===== config.mk =====
export PLATFORM = sky130hd
export DESIGN_NAME = periph_arbiter
export DESIGN_NICKNAME = d
export VERILOG_FILES = /design/src/rtl/periph_arbiter.sv
export SDC_FILE = /design/constraint.sdc
export NUM_CORES = 1
export LEC_CHECK = 0
export BUFFER_PORTS_ARGS = -buffer_cell sky130_fd_sc_hd__buf_2
export CORE_MARGIN = 2
export CORE_UTILIZATION = 45
export DETAILED_ROUTE_END_ITERATION = 8
export PLACE_DENSITY = 0.81
export SLEW_MARGIN = 20
export SYNTH_ARGS = -nofsm -noshare
export SYNTH_HDL_FRONTEND = slang
export SYNTH_SLANG_ARGS = --single-unit

===== constraint.sdc =====
create_clock -name clk_i -period 4.5 [get_ports clk_i]
set_clock_uncertainty 0.05 [all_clocks]
set_input_delay 1.125 -clock clk_i [delete_from_list [all_inputs] [get_ports clk_i]]
set_output_delay 1.125 -clock clk_i [all_outputs]
set_load 0.1 [all_outputs]

===== src/rtl/periph_arbiter.sv =====
// periph_arbiter
//   Two-port round-robin arbiter and access sequencer for the 4-register peripheral window.
//   Requester 0 (CPU data port) and requester 1 (DMA/debug port) are serialised; each access
//   holds the peripheral select for WAIT_CYCLES+1 cycles, then pulses the owner's ready.
//
// Ports
//   clk_i, reset_i            clock, asynchronous active-high reset
//   rN_req_i                  access request, held until rN_ready_o
//   rN_addr_i                 byte address, bits [3:2] select the register
//   rN_we_i                   byte write enables, 4'b0000 = read
//   rN_wdata_i                write data
//   rN_ready_o                one-cycle completion pulse
//   rN_rdata_o                read data, held until the next read by that requester completes
//   ce_o, pwe_o               peripheral chip enable / write enable
//   addr_o, pwdata_o          peripheral register index / write data
//   prdata_i                  peripheral read data
//   busy_o                    FSM not idle
//   owner_o                   requester currently or most recently granted

module periph_arbiter #(
   parameter int unsigned WAIT_CYCLES = 2
) (
   input  logic        clk_i,
   input  logic        reset_i,

   input  logic        r0_req_i,
   input  logic [31:0] r0_addr_i,
   input  logic [3:0]  r0_we_i,
   input  logic [31:0] r0_wdata_i,
   output logic        r0_ready_o,
   output logic [31:0] r0_rdata_o,

   input  logic        r1_req_i,
   input  logic [31:0] r1_addr_i,
   input  logic [3:0]  r1_we_i,
   input  logic [31:0] r1_wdata_i,
   output logic        r1_ready_o,
   output logic [31:0] r1_rdata_o,

   output logic        ce_o,
   output logic        pwe_o,
   output logic [1:0]  addr_o,
   output logic [31:0] pwdata_o,
   input  logic [31:0] prdata_i,

   output logic        busy_o,
   output logic        owner_o
);

   localparam logic [7:0] WaitInit = 8'(WAIT_CYCLES);

   typedef enum logic [1:0] {StIdle, StAccess, StDone} state_e;

   state_e      state_q, state_d;
   logic [7:0]  cnt_q, cnt_d;
   logic        owner_q, owner_d;
   logic        last_owner_q, last_owner_d;
   logic [1:0]  addr_q, addr_d;
   logic [3:0]  we_q, we_d;
   logic [31:0] wdata_q, wdata_d;
   logic [31:0] r0_rdata_q, r0_rdata_d;
   logic [31:0] r1_rdata_q, r1_rdata_d;

   logic        req_any;
   logic        gnt;

   // Only the register index bits of the byte address matter.
   logic        unused_addr;
   assign unused_addr = ^{r0_addr_i[31:4], r0_addr_i[1:0], r1_addr_i[31:4], r1_addr_i[1:0]};

   // On a tie the requester that did not go last wins; otherwise the lone requester wins.
   assign req_any = r0_req_i | r1_req_i;
   assign gnt     = (r0_req_i & r1_req_i) ? ~last_owner_q : r1_req_i;

   // State register
   always_ff @(posedge clk_i or posedge reset_i) begin
      if (reset_i) begin
         state_q <= StIdle;
      end else begin
         state_q <= state_d;
      end
   end

   // Next-state logic
   always_comb begin
      state_d = state_q;
      unique case (state_q)
         StIdle:   if (req_any) state_d = StAccess;
         StAccess: if (cnt_q == 8'd0) state_d = StDone;
         StDone:   state_d = StIdle;
         default:  state_d = StIdle;
      endcase
   end

   // Outputs, decoded from state and captured registers only
   always_comb begin
      ce_o       = (state_q == StAccess);
      pwe_o      = (state_q == StAccess) && (we_q != 4'b0000);
      addr_o     = addr_q;
      pwdata_o   = wdata_q;
      r0_ready_o = (state_q == StDone) && !owner_q;
      r1_ready_o = (state_q == StDone) && owner_q;
      r0_rdata_o = r0_rdata_q;
      r1_rdata_o = r1_rdata_q;
      busy_o     = (state_q != StIdle);
      owner_o    = owner_q;
   end

   // Datapath next-state
   always_comb begin
      cnt_d        = cnt_q;
      owner_d      = owner_q;
      last_owner_d = last_owner_q;
      addr_d       = addr_q;
      we_d         = we_q;
      wdata_d      = wdata_q;
      r0_rdata_d   = r0_rdata_q;
      r1_rdata_d   = r1_rdata_q;
      unique case (state_q)
         StIdle: begin
            if (req_any) begin
               owner_d = gnt;
               addr_d  = gnt ? r1_addr_i[3:2] : r0_addr_i[3:2];
               we_d    = gnt ? r1_we_i : r0_we_i;
               wdata_d = gnt ? r1_wdata_i : r0_wdata_i;
               cnt_d   = WaitInit;
            end
         end
         StAccess: begin
            if (cnt_q == 8'd0) begin
               // Writes leave the owner's read-data register untouched.
               if (we_q == 4'b0000) begin
                  if (owner_q) begin
                     r1_rdata_d = prdata_i;
                  end else begin
                     r0_rdata_d = prdata_i;
                  end
               end
            end else begin
               cnt_d = cnt_q - 8'd1;
            end
         end
         StDone: begin
            last_owner_d = owner_q;
         end
         default: ;
      endcase
   end

   // Datapath registers; last_owner resets to 1 so requester 0 wins the first tie.
   always_ff @(posedge clk_i or posedge reset_i) begin
      if (reset_i) begin
         cnt_q        <= 8'd0;
         owner_q      <= 1'b0;
         last_owner_q <= 1'b1;
         addr_q       <= 2'b00;
         we_q         <= 4'b0000;
         wdata_q      <= 32'd0;
         r0_rdata_q   <= 32'd0;
         r1_rdata_q   <= 32'd0;
      end else begin
         cnt_q        <= cnt_d;
         owner_q      <= owner_d;
         last_owner_q <= last_owner_d;
         addr_q       <= addr_d;
         we_q         <= we_d;
         wdata_q      <= wdata_d;
         r0_rdata_q   <= r0_rdata_d;
         r1_rdata_q   <= r1_rdata_d;
      end
   end

endmodule


==> out/results.ini <==
[route]
ant_nets=0
vias=3686
wirelength_um=11700
avgRoutedWirePerCell_um=15.7
vias_per_cell=4.98
drcViolationCount=0
firstDrtPassIters=4
drt_iter0_drc=190

[clock_network]
root_buffer=clkbuf_8
clk_latency_ns=0.51
cts_setup_buffers=0
clock_path_buffers=2
cts_hold_buf=0
cts_made_buffers=17
ctsResizeCount=0
cts.clk_slew.worst_paths_ns=0.05
htree_levels=4
tritoncts=yes
clock_sinks=114

[global_routing]
grt_use_total_pct=19.3
grt_max_degree=87
grt_pass1_wl_um=17800
gr-total-overflow=0
antenna_found_initial=0
grt_pass1_vias=3590

[synth]
syn_avg_cell_area_um2=13.6
yosys.cell_types.count=37
ys_warn_count=0
syn_inst=370
synth-seq-cells=114
ys_seq_area_share_pct=56.6
synth_area_um2=5040
synth_nets=544

[floorplan]
start_util_pct=46.3
die_x_um=110
rows=38
chipHeight_um=110
dieArea_um2=12100
core-area_um2=10900
io_pins=276

[sta]
tightest_slew_ns=0.787
finalSetupViolations=0
tns_ns=0
fmax_mhz=326
holdWs_ns=0.421
fin_crit_sh_pct=68.1
max_slew_margin_pct=47.6
drv_slew=0
rsz0062_at_grt=false
fin_crit_ns=3.07
hold_viol=0

[worst_setup_path]
critPathCaptureType=primary output
worstPathArrival_ns=1.89
critPathKind=reg2out
start_kind=register
critPathMaxFanout=3
cp.required_ns=3.32

[flow_run]
drv_cap=0

[layout]
n_antenna_cell=0
nNetsFinal=764
syn2layout_area_growth_pct=34.8
drive_above_1_share_pct=54.0

[worst_hold_path]
min_path_type=reg2reg

[placement]
io_buffers=215
place.gp.congestion=0.757
dp_hpwl_um=8270

[status]
status=complete, no violations

==> sequential cells by signal, indices dropped and copies added, names as in the netlist <==
name / count
r1_rdata_o: 32
cnt_q: 8
last_owner_q: 1
state_q: 2
r0_rdata_o: 32
we_q: 4
owner_o: 1
addr_o: 2
pwdata_o: 32
==> path summary, 6_finish.rpt <==
kind                                  end  slack, ns        start  cells after the start
max                                 pwe_o       1.43      we_q[1]                      3
min                           pwdata_o[3]       0.42  pwdata_o[3]                      2
max reg2reg                       we_q[0]       2.38   state_q[1]                      5
min reg2reg                   pwdata_o[3]       0.42  pwdata_o[3]                      2
max in group asynchronous  r1_rdata_o[29]       2.80      reset_i                      3
min in group asynchronous         we_q[2]       0.72      reset_i                      2
==> cells in the mapped netlist <==
master / count / area, um^2
a31o_2: 1 / 8.76
nand3_1: 2 / 10.0
buf_6: 6 / 67.6
and4b_1: 1 / 10.0
nand4_2: 2 / 25.0
o21ai_0: 40 / 200
nor2b_1: 2 / 12.5
nand3b_1: 1 / 7.51
o21ai_2: 1 / 8.76
mux2i_1: 40 / 400
or2_2: 2 / 12.5
a21boi_1: 1 / 7.51
ha_1: 2 / 25.0
nor3b_2: 1 / 12.5
dfrtp_1: 113 / 2830
xnor2_1: 2 / 17.5
or4_1: 1 / 7.51
nor4_4: 1 / 21.3
dfstp_2: 1 / 26.3
clkbuf_1: 5 / 18.8
nand2_1: 44 / 165
or3b_2: 1 / 8.76
buf_2: 8 / 40.0
o2111ai_1: 1 / 8.76
nor4_1: 2 / 12.5
nor2_1: 10 / 37.5
nand2b_1: 1 / 6.26
nor4_2: 1 / 12.5
xor2_1: 1 / 8.76
inv_1: 4 / 15.0
nor3_1: 2 / 10.0
nor3b_1: 3 / 22.5
a31oi_1: 1 / 6.26
a21oi_1: 1 / 5.00
a21o_1: 1 / 7.51
mux2_4: 60 / 901
mux2_2: 4 / 45.0
==> logic make-up (layout without fill, tap and decap cells) <==
| kind of cell | after synthesis | after routing | share of synthesized area, % |
|---|---|---|---|
| DFF | 114 | 114 | 56.6 |
| muxes | 104 | 104 | 26.7 |
| and+or+nand+nor | 77 | 77 | 7.82 |
| AOI/OAI and AO/OA | 47 | 47 | 5.02 |
| buffers and inverters | 23 | 253 | 2.81 |
| xor gates and xnor gates | 3 | 3 | 0.521 |
| adders and majority gates | 2 | 2 | 0.496 |
==> cell usage in the layout (no fill, tap or decap), types with 2 or more instances in the layout <==
master and count:
bufinv_16 3, nand2_1 44, ha_1 2, o21ai_0 40, nor3_1 2, or2_2 2
clkbuf_16 16, buf_2 215, nor3b_1 3, xnor2_1 2, nand4_2 2, clkbuf_8 4
mux2_2 4, nor2_1 10, buf_4 5, nor4_1 2, nand3_1 2, mux2i_1 40
clkbuf_1 3, dfrtp_1 113, clkinv_2 3, mux2_4 60, inv_1 3
==> critical path: stages, from the launching register on <==
cell and delay, ns:
dfrtp_1 0.39, nor4_2 0.59, nor2b_1 0.09, buf_2 0.31
==> per-stage QoR <==
stage                     worst slack, ns  area (um^2)  std cells  util, %
after global routing                 1.34         6790        740     62.4
final                                1.43         6790        740     62.4
after CTS                            1.36         6790        740     62.4
after detailed placement             1.64         6220        711     57.1
after global placement               1.75         6220        711     57.1
after floorplan                     0.311         5040        370        -
==> cell type report <==
type | instances | area [um^2]
fillers | 844 | 4100
clock inverters | 6 | 105
clock buffers | 23 | 467
well taps | 140 | 175
inverters | 4 | 20.0
repair buffers | 220 | 1110
multi-input cells | 233 | 2060
flip-flops and latches | 114 | 2850
==> layer usage <==
| metal | global-route usage, % | part of all wire, % | vias up |
|---|---|---|---|
| li1 | - | - | 1730 |
| met1 | 22.6 | 41 | 1768 |
| met2 | 32.0 | 48 | 174 |
| met3 | 7.47 | 9.5 | 14 |
| met4 | 7.23 | 1.5 | 0 |
| met5 | 0 | 0 | - |
Power is left out: the tool's default activity adds up to more than one toggle a clock period on the data nets, which glitch-free logic cannot reach.
